### config.mk
export PLATFORM = sky130hd
export DESIGN_NAME = tone_synth_flat
export DESIGN_NICKNAME = d
export VERILOG_FILES = /design/src/rtl/tone_synth_if.sv /design/src/rtl/tone_synth.sv /design/src/flat_wrapper.sv
export SDC_FILE = /design/constraint.sdc
export NUM_CORES = 1
export LEC_CHECK = 0
export CELL_PAD_IN_SITES_DETAIL_PLACEMENT = 0
export CELL_PAD_IN_SITES_GLOBAL_PLACEMENT = 1
export CORE_MARGIN = 2
export CORE_UTILIZATION = 44
export CTS_BUF_LIST = sky130_fd_sc_hd__clkbuf_8 sky130_fd_sc_hd__clkbuf_16
export DETAILED_ROUTE_END_ITERATION = 10
export PLACE_DENSITY_LB_ADDON = 0.1
export SETUP_SLACK_MARGIN = 0.15
export SLEW_MARGIN = 20
export SYNTH_ARGS = -nofsm -noshare
export SYNTH_HDL_FRONTEND = slang
export SYNTH_SLANG_ARGS = --single-unit
### constraint.sdc
create_clock -name CLOCK_50 -period 7.8 [get_ports CLOCK_50]
set_clock_uncertainty 0.2 [all_clocks]
set_input_delay 1.56 -clock CLOCK_50 [delete_from_list [all_inputs] [get_ports CLOCK_50]]
set_output_delay 1.56 -clock CLOCK_50 [all_outputs]
set_load 0.02 [all_outputs]
### src/rtl/tone_synth_if.sv
// Note-select / DAC-FIFO handshake bundle for tone_synth.
// The master side drives the note controls and FIFO-ready flag.
// The slave side is the synthesiser, which returns the write strobe and sample.
interface tone_synth_if #(
    parameter int NUM_NOTES = 4,
    parameter int HP_W      = 8,
    parameter int OUT_W     = 32
) ();
    logic [NUM_NOTES-1:0]      note_en;
    logic [NUM_NOTES*HP_W-1:0] note_half_period;
    logic                      audio_out_allowed;
    logic                      write_audio_out;
    logic [OUT_W-1:0]          sample_out;
    logic                      active;

    modport master (
        output note_en, note_half_period, audio_out_allowed,
        input  write_audio_out, sample_out, active
    );

    modport slave (
        input  note_en, note_half_period, audio_out_allowed,
        output write_audio_out, sample_out, active
    );
endinterface

### src/rtl/tone_synth.sv
// Polyphonic square-wave tone generator with per-voice linear attack/release.
// It produces one mixed sample per FIFO write.
// Voice state (counter, phase, gain) only advances on an accepted write, so back-pressure
// freezes everything.
// The interface instance must be built with the same NUM_NOTES/HP_W/OUT_W as this module.
// OUT_W must be at least AMP_W+ENV_W+clog2(NUM_NOTES).
module tone_synth #(
    parameter int NUM_NOTES = 4,
    parameter int HP_W      = 8,
    parameter int AMP_W     = 16,
    parameter int ENV_W     = 8,
    parameter int ENV_STEP  = 1,
    parameter int OUT_W     = 32
) (
    input  logic        CLOCK_50,
    input  logic        reset,
    tone_synth_if.slave bus
);
    localparam int PROD_W = AMP_W + ENV_W;
    localparam int SUM_W  = PROD_W + $clog2(NUM_NOTES);
    localparam int SHIFT  = OUT_W - SUM_W;

    localparam logic [ENV_W-1:0]        GMAX    = '1;
    localparam logic [ENV_W-1:0]        STEP    = ENV_W'(ENV_STEP);
    localparam logic signed [AMP_W-1:0] AMP_POS = AMP_W'((2 ** (AMP_W - 1)) - 1);
    localparam logic signed [AMP_W-1:0] AMP_NEG = -AMP_POS;

    typedef enum logic [1:0] {
        S_IDLE  = 2'd0,
        S_MIX   = 2'd1,
        S_WRITE = 2'd2
    } state_t;

    state_t                   r_state;
    logic signed [OUT_W-1:0]  r_sample;

    logic [NUM_NOTES-1:0]     w_key;
    logic [NUM_NOTES-1:0]     w_gain_zero_next;
    logic signed [PROD_W-1:0] w_prod [NUM_NOTES];
    logic signed [SUM_W-1:0]  w_sum;
    logic signed [OUT_W-1:0]  w_sample;
    logic                     w_write;
    logic                     w_go_idle;

    // Strobe straight from the state register.
    // It is gated by reset so that nothing is written in a reset cycle.
    assign w_write = (r_state == S_WRITE) & bus.audio_out_allowed & ~reset;

    // After this write's update, return to IDLE only when every envelope has
    // died out and nothing is keyed.
    assign w_go_idle = (&w_gain_zero_next) & ~(|w_key);

    generate
        for (genvar gi = 0; gi < NUM_NOTES; gi++) begin : g_voice
            logic [HP_W-1:0]  r_cnt;
            logic             r_ph;
            logic [ENV_W-1:0] r_gain;
            logic [HP_W-1:0]  w_hp;
            logic             w_run;
            logic [ENV_W-1:0] w_gain_next;
            logic [HP_W-1:0]  w_cnt_next;
            logic             w_ph_next;

            assign w_hp      = bus.note_half_period[gi*HP_W +: HP_W];
            assign w_key[gi] = bus.note_en[gi] & (w_hp != '0);
            // A released voice keeps running until its envelope reaches zero.
            assign w_run     = w_key[gi] | (r_gain != '0);

            // Saturating envelope step: ramp up while keyed, down otherwise.
            always_comb begin
                if (w_key[gi]) begin
                    w_gain_next = (r_gain > (GMAX - STEP)) ? GMAX : (r_gain + STEP);
                end else begin
                    w_gain_next = (r_gain < STEP) ? '0 : (r_gain - STEP);
                end
            end

            // Oscillator: the >= compare copes with a half-period shrinking mid-count.
            // hp = 0 during release holds the phase.
            always_comb begin
                w_cnt_next = r_cnt;
                w_ph_next  = r_ph;
                if (!w_run) begin
                    w_cnt_next = '0;
                    w_ph_next  = 1'b0;
                end else if (w_hp != '0) begin
                    if (r_cnt >= (w_hp - HP_W'(1))) begin
                        w_cnt_next = '0;
                        w_ph_next  = ~r_ph;
                    end else begin
                        w_cnt_next = r_cnt + HP_W'(1);
                    end
                end
            end

            assign w_gain_zero_next[gi] = (w_gain_next == '0);
            assign w_prod[gi] = PROD_W'(r_ph ? AMP_NEG : AMP_POS)
                              * PROD_W'($signed({1'b0, r_gain}));

            // Voice state advances only on an accepted write.
            always_ff @(posedge CLOCK_50) begin
                if (reset) begin
                    r_cnt  <= '0;
                    r_ph   <= 1'b0;
                    r_gain <= '0;
                end else if (w_write) begin
                    r_cnt  <= w_cnt_next;
                    r_ph   <= w_ph_next;
                    r_gain <= w_gain_next;
                end
            end
        end
    endgenerate

    // Mix all voices at full precision, then left-justify into the output word.
    always_comb begin
        w_sum = '0;
        for (int i = 0; i < NUM_NOTES; i++) begin
            w_sum = w_sum + SUM_W'(w_prod[i]);
        end
    end

    assign w_sample = OUT_W'(w_sum) << SHIFT;

    // Sequencer: IDLE -> MIX (latch sample) -> WRITE (wait for FIFO room) -> MIX/IDLE.
    always_ff @(posedge CLOCK_50) begin
        if (reset) begin
            r_state  <= S_IDLE;
            r_sample <= '0;
        end else begin
            case (r_state)
                S_IDLE: begin
                    if (|w_key) begin
                        r_state <= S_MIX;
                    end
                end
                S_MIX: begin
                    r_sample <= w_sample;
                    r_state  <= S_WRITE;
                end
                S_WRITE: begin
                    if (w_write) begin
                        r_state <= w_go_idle ? S_IDLE : S_MIX;
                    end
                end
                default: r_state <= S_IDLE;
            endcase
        end
    end

    assign bus.write_audio_out = w_write;
    assign bus.sample_out      = r_sample;
    assign bus.active          = (r_state != S_IDLE);
endmodule

### src/flat_wrapper.sv
// flat-port wrapper written by rule: the top's interface ports become plain ports
module tone_synth_flat 
#(
    parameter int NUM_NOTES = 4,
    parameter int HP_W      = 8,
    parameter int AMP_W     = 16,
    parameter int ENV_W     = 8,
    parameter int ENV_STEP  = 1,
    parameter int OUT_W     = 32
)
  (CLOCK_50, reset, bus_note_en, bus_note_half_period, bus_audio_out_allowed, bus_write_audio_out, bus_sample_out, bus_active);
  tone_synth_if #(.NUM_NOTES(NUM_NOTES), .HP_W(HP_W), .OUT_W(OUT_W)) bus_i ();
  input  logic CLOCK_50;
  input  logic reset;
  input wire logic [$bits(bus_i.note_en)-1:0] bus_note_en;
  input wire logic [$bits(bus_i.note_half_period)-1:0] bus_note_half_period;
  input wire logic [$bits(bus_i.audio_out_allowed)-1:0] bus_audio_out_allowed;
  output wire logic [$bits(bus_i.write_audio_out)-1:0] bus_write_audio_out;
  output wire logic [$bits(bus_i.sample_out)-1:0] bus_sample_out;
  output wire logic [$bits(bus_i.active)-1:0] bus_active;
  assign bus_i.note_en = bus_note_en;
  assign bus_i.note_half_period = bus_note_half_period;
  assign bus_i.audio_out_allowed = bus_audio_out_allowed;
  assign bus_write_audio_out = bus_i.write_audio_out;
  assign bus_sample_out = bus_i.sample_out;
  assign bus_active = bus_i.active;
  tone_synth #(.NUM_NOTES(NUM_NOTES), .HP_W(HP_W), .AMP_W(AMP_W), .ENV_W(ENV_W), .ENV_STEP(ENV_STEP), .OUT_W(OUT_W)) u_core (.CLOCK_50(CLOCK_50), .reset(reset), .bus(bus_i));
endmodule
==> results of run 1 <==
[routing by layer]
layer | wire, um | GRT usage | vias to the layer above
met1 | 24200 | 0.315 | 7720
met3 | 1210 | 0.0189 | 45
li1 | - | - | 7945
met4 | 1020 | 0.0637 | 0
met2 | 24000 | 0.398 | 217
met5 | 0 | 0 | -
[per-stage QoR]
| stage | TNS (ns) | area (sq um) |
|---|---|---|
| after CTS | 0 | 21900 |
| after global placement | 0 | 21400 |
| after global routing | 0 | 22800 |
| final | 0 | 22800 |
| after floorplan | 0 | 19300 |
| after detailed placement | -0.116 | 21400 |
[sequential cells by signal, indices dropped and copies added, names as in the netlist]
register	flops
u_core.g_voice.r_cnt	32
u_core.g_voice.r_gain	32
u_core.bus.sample_out	26
u_core.g_voice.r_ph	4
u_core.r_state	2
[Yosys cell counts, types with 20 or more instances]
cell type	count	area [sq um]
and2_1	36	225
dfxtp_1	96	1920
fa_1	243	4860
xnor2_1	108	946
inv_1	453	1700
nor3_1	60	300
clkbuf_1	57	214
a21oi_1	139	696
ha_1	255	3190
nand2b_1	33	206
a21o_1	59	443
o21ai_0	55	275
nand2_1	156	586
nor2_1	134	503
nor2b_1	20	125
nand3_1	69	345
or2_2	22	138
xor2_1	53	464
[area by class of cell]
| class | count | area (sq um) | share of cell area |
|---|---|---|---|
| clock buffers | 9 | 225 | 0.00989 |
| inverters | 455 | 1720 | 0.0754 |
| well taps | 585 | 732 | 0.0321 |
| flip-flops and latches | 96 | 1940 | 0.0850 |
| repair buffers | 220 | 1850 | 0.0813 |
| multi-input cells | 1713 | 16200 | 0.713 |
| clock inverters | 7 | 82.6 | 0.00363 |
[report_power, final]
part           internal (mW)  total, mW  leakage, nW  switching, mW
clock network          0.255      0.511        0.150          0.256
registers              0.507      0.520        0.779         0.0125
logic                  0.354      0.829         10.7          0.475
[what timing repair did]
item                                   4_1_cts  5_1_grt
gates cloned                                 0        0
hold buffers                                 0        0
setup buffers                                3       19
endpoints found under the hold margin        0        0
setup endpoints to repair                    7       11
gates resized for setup                     31      162
pin swaps                                    8       75
[path summary, 6_finish.rpt]
| kind | from | to | slack [ns] | cells past startpoint |
|---|---|---|---|---|
| max | u_core.g_voice[1].r_ph | u_core.bus.sample_out[29] | 0.25 | 27 |
| min | u_core.bus.sample_out[12] | u_core.bus.sample_out[12] | 0.25 | 2 |
| max reg2reg | u_core.g_voice[1].r_ph | u_core.bus.sample_out[29] | 0.25 | 27 |
| min reg2reg | u_core.bus.sample_out[12] | u_core.bus.sample_out[12] | 0.25 | 2 |
[cell families after synthesis]
kind of cell	count (synthesis)	synth area share
XOR/XNOR	161	0.0730
AND/OR/NAND/NOR	632	0.163
buffers and inverters	529	0.105
flip-flops	96	0.0995
multiplexers	11	0.00609
other	1	0.000194
AO/OA/AOI/OAI	401	0.136
adder cells (fa/ha/maj)	498	0.417
[worst min-delay path, delay by kind of cell, from the launching register on]
family           cells  cell delay (ns)
AO/OA/AOI/OAI        1             0.05
flip-flops           1             0.31
AND/OR/NAND/NOR      1             0.05
==> impl_metrics.csv, run 1 <==
group,metric,value,unit
sta,fmax,132,MHz
floorplanning,fp-row-count,76,
sta,max_slew_margin,0.247,
floorplanning,start_util,0.447,
sta,drv_slew,0,
floorplanning,die_y,214,um
hold_path,hold_path.class,"reg -> reg",
yosys,yosysSeqAreaShare,0.0995,
global_route,grt_max_degree,49,
global_route,first_global_vias,16343,
clock_tree,clk_pin_slew_worst_paths,0.09,ns
placement,placed_cells,3047,
clock_tree,cts_max_path_buffers,2,
sta,rsz0062_at_grt,"yes",
global_route,grt_pass1_wl,82.9,mm
yosys,yosys_warnings,0,
floorplanning,io_pins,73,
sta,period_share,0.968,
setup_path,critPathKind,"reg -> reg",
sta,worstMarginPinSlew,1.12,ns
setup_path,cp_data_required_time,7.90,ns
setup_path,critPathBufInv,4,
placement,io_buffers,66,
power,peakVddDrop,0.0825,mV
sta,worst_slack,0.247,ns
routing,totalWireLength,50.4,mm
setup_path,critPathMaxFanout,8,
cells_and_area,antenna_cells,0,
setup_path,worstSetupStartpointType,"flip-flop",
clock_tree,cts_tree,"done",
floorplanning,core-area,0.0432,sq mm
cells_and_area,drive_gt1_frac,0.150,
status,outcome,"finished clean",
routing,vias,15927,
yosys,netlist_instances,2329,
yosys,synth_edf_count,0,
clock_tree,cts.sinks,96,
clock_tree,numCtsBuffers,9,
setup_path,endpoint_kind,"flip-flop",
yosys,synth_cell_type_count,74,
clock_tree,clk_latency,0.40,ns
placement,hpwlAfterDp,42.3,mm
routing,drt-pass1-iter-count,4,
setup_path,slowest_delay,0.57,ns
power,cellPowerDensity,81.7,mW/mm^2
clock_tree,htreeDepth,3,
power,p_total,1.86,mW
yosys,ys_async_sr_fraction,0,
cells_and_area,final_util,0.527,
setup_path,arrival,7.65,ns
sta,fin_hold_ws,0.254,ns
global_route,overflow,0,
placement,place_congestion,0.846,
global_route,antenna_found_initial,1,
placement,dpl_worst_slack,-0.116,ns
sta,finalHoldViolCount,0,
setup_path,worst_path_max_delay_cell,"fa_1",
global_route,grt_usage,0.232,
clock_tree,cts_root_buf,"clkbuf_16",
cells_and_area,most-common-layout-cells,"inv_1, ha_1, fa_1",
routing,routedWlPerCell,16.3,um
yosys,synthFlopType,"dfxtp_1",
routing,post-route-drc-count,0,
routing,ant_nets,0,
yosys,syn_area,0.0193,sq mm
flow_run,drv_cap,0,
routing,vias_per_cell,5.16,
floorplanning,die_w,214,um
sta,period_minus_slack,7.55,ns
sta,setup_viol,0,
cells_and_area,area_growth,17.9,%
setup_path,cp_common_cell,"fa_1",
cells_and_area,n_fill_cell,4164,
floorplanning,dieArea,0.0456,sq mm
cells_and_area,stdcell_count,3085,
cells_and_area,final_common_cell,"inv_1",
yosys,ys_ff_latch,96,
cells_and_area,layout.nets,3032,
routing,drtIter0Drc,687,
setup_path,cpLargestDelayFamily,"adder cells",
power,power_leakage,11.6,nW
yosys,syn_area_per_cell,8.29,sq um
No activity file was read; power rests on OpenSTA's default activity.
==> inputs of run 2 (changes only) <==
--- a/config.mk
+++ b/config.mk
@@ -10,6 +10,8 @@
 export CORE_MARGIN = 2
 export CORE_UTILIZATION = 44
 export CTS_BUF_LIST = sky130_fd_sc_hd__clkbuf_8 sky130_fd_sc_hd__clkbuf_16
+export CTS_CLUSTER_DIAMETER = 150
+export CTS_CLUSTER_SIZE = 8
 export DETAILED_ROUTE_END_ITERATION = 10
 export PLACE_DENSITY_LB_ADDON = 0.1
 export SETUP_SLACK_MARGIN = 0.15
==> results of run 2 <==
The final DEF is identical to that of run 1; final timing and power are the same.
==> inputs of run 3 (changes only) <==
--- a/config.mk
+++ b/config.mk
@@ -14,7 +14,9 @@
 export CTS_CLUSTER_SIZE = 8
 export DETAILED_ROUTE_END_ITERATION = 10
 export PLACE_DENSITY_LB_ADDON = 0.1
+export RECOVER_POWER = 100
 export SETUP_SLACK_MARGIN = 0.15
+export SKIP_CTS_REPAIR_TIMING = 1
 export SLEW_MARGIN = 20
 export SYNTH_ARGS = -nofsm -noshare
 export SYNTH_HDL_FRONTEND = slang
==> impl_metrics.csv, run 3 (synthesis gave the netlist of run 1 again) <==
group,metric,value,unit
setup_path,critPathMaxFanout,13,
clock_tree,clk_pin_slew_worst_paths,0.09,ns
placement,io_buffers,66,
setup_path,arrival,7.67,ns
flow_run,drv_cap,4,
routing,vias_per_cell,5.17,
sta,fin_hold_ws,0.250,ns
cells_and_area,fin_area,0.0226,sq mm
setup_path,slowest_delay,0.61,ns
setup_path,worst_path_max_delay_cell,"fa_1",
global_route,grt_max_degree,49,
status,outcome,"complete, but fails checks",
routing,routedWlPerCell,16.3,um
global_route,first_global_vias,16301,
setup_path,cp_data_required_time,7.90,ns
power,p_total,1.84,mW
cells_and_area,layout.nets,3023,
clock_tree,htreeDepth,3,
setup_path,cp_common_cell,"fa_1",
placement,place_congestion,0.846,
floorplanning,fp-row-count,76,
sta,max_slew_margin,-0.771,
power,cellInternalPower,1.10,mW
setup_path,startpoint,"u_core.g_voice[2].r_ph",
routing,totalWireLength,50.2,mm
cells_and_area,drive_gt1_frac,0.143,
sta,drv_slew,136,
global_route,grt_pass1_wl,82.5,mm
global_route,overflow,0,
sta,rsz0062_at_grt,"yes",
routing,drt-pass1-iter-count,5,
power,power_leakage,11.6,nW
status,violations,"capacitance limit, slew limit",
power,peakVddDrop,0.0823,mV
cells_and_area,final_common_cell,"inv_1",
placement,hpwlAfterDp,42.3,mm
cells_and_area,n_fill_cell,4172,
sta,period_minus_slack,7.57,ns
sta,period_share,0.970,
global_route,antenna_found_initial,1,
cells_and_area,area_growth,17.2,%
routing,ant_nets,0,
routing,post-route-drc-count,0,
power,cellPowerDensity,81.4,mW/mm^2
routing,drtIter0Drc,666,
power,netSwitchingFraction,0.400,
setup_path,endpoint_kind,"flip-flop",
power,p_comb_frac,0.441,
sta,setup_viol,0,
setup_path,worstSetupStartpointType,"flip-flop",
placement,placed_area,0.0214,sq mm
hold_path,hold_path.class,"reg -> reg",
global_route,grt_usage,0.231,
sta,fmax,132,MHz
power,seqPwrFrac,0.282,
floorplanning,dieArea,0.0456,sq mm
power,clockPowerShare,0.277,
cells_and_area,antenna_cells,0,
sta,finalHoldViolCount,0,
sta,worstMarginPinSlew,2.66,ns
floorplanning,io_pins,73,
hold_path,min_from,"u_core.bus.sample_out[21]",
floorplanning,core-area,0.0432,sq mm
setup_path,cpLargestDelayFamily,"adder cells",
floorplanning,die_y,214,um
clock_tree,clk_latency,0.40,ns
setup_path,critPathKind,"reg -> reg",
power,p_sw,0.737,mW
clock_tree,numCtsBuffers,9,
setup_path,critPathBufInv,4,
clock_tree,cts_tree,"done",
setup_path,r2r_start,"u_core.g_voice[2].r_ph",
floorplanning,die_w,214,um
clock_tree,cts_max_path_buffers,2,
clock_tree,cts_root_buf,"clkbuf_16",
clock_tree,cts.sinks,96,
routing,vias,15889,
floorplanning,start_util,0.447,
cells_and_area,most-common-layout-cells,"inv_1, ha_1, fa_1",
-- run 3: cell types whose count changed in the layout (fill, tap and decap cells not counted), moves of 3 or more --
cell             before  now
clkdlybuf4s50_1      65   36
dlygate4sd3_1         0   29
and2_0                0   14
and2_1               36   22
buf_4               147  139
buf_6                 5    1
clkbuf_1              0    4
inv_1               435  438
inv_2                17   14
-- run 3: worst reg2reg max path, delay by kind of cell (launching register included) --
kind | cells | cell delay (ns)
adder cells (fa/ha/maj) | 8 | 3.28
multiplexers | 1 | 0.38
flip-flops | 1 | 0.36
buffers and inverters | 4 | 0.56
AO/OA/AOI/OAI | 8 | 1.64
AND/OR/NAND/NOR | 3 | 0.71
XOR/XNOR | 2 | 0.36
-- run 3: worst paths after layout --
| path | depth (start not counted) | slack (ns) | endpoint |
|---|---|---|---|
| hold / removal | 2 | 0.25 | u_core.bus.sample_out[21] |
| setup / recovery | 26 | 0.23 | u_core.bus.sample_out[29] |
| setup reg to reg | 26 | 0.23 | u_core.bus.sample_out[29] |
| hold reg to reg | 2 | 0.25 | u_core.bus.sample_out[21] |
-- run 3: power by group through the flow --
stage	Combinational [mW]	Clock (mW)	Sequential, mW
after CTS	0.777	0.526	0.520
after global placement	0.766	0	0.531
after detailed placement	0.770	0	0.532
final	0.812	0.510	0.519
after global routing	0.918	0.537	0.521
after floorplan	0.504	0	0.546
-- run 3: layout make-up --
| class | instances | area (sq um) | area share |
|---|---|---|---|
| clock inverter | 7 | 82.6 | 0.00365 |
| inverter | 455 | 1710 | 0.0757 |
| tap | 585 | 732 | 0.0323 |
| timing repair buffer | 211 | 1740 | 0.0769 |
| clock buffer | 9 | 225 | 0.00995 |
| sequential | 96 | 1930 | 0.0855 |
| multi-input combinational | 1713 | 16200 | 0.716 |
-- run 3: layer usage --
layer  GRT usage  share of wire  up-vias
met5           0              0        -
met3      0.0204          0.022       38
met2       0.397           0.48      186
li1            -              -     7925
met1       0.312           0.48     7740
met4      0.0611          0.018        0
-- run 3: through the flow --
step           cells  setup slack (ns)   util  TNS [ns]
4_1_cts         3063            -0.168  0.504    -0.168
6_report        3076             0.235  0.524         0
3_3_place_gp    3047            0.0397  0.497         0
2_1_floorplan   2338             0.152      -         0
3_5_place_dp    3047            -0.116  0.497    -0.116
5_1_grt         3076           -0.0112  0.524   -0.0112
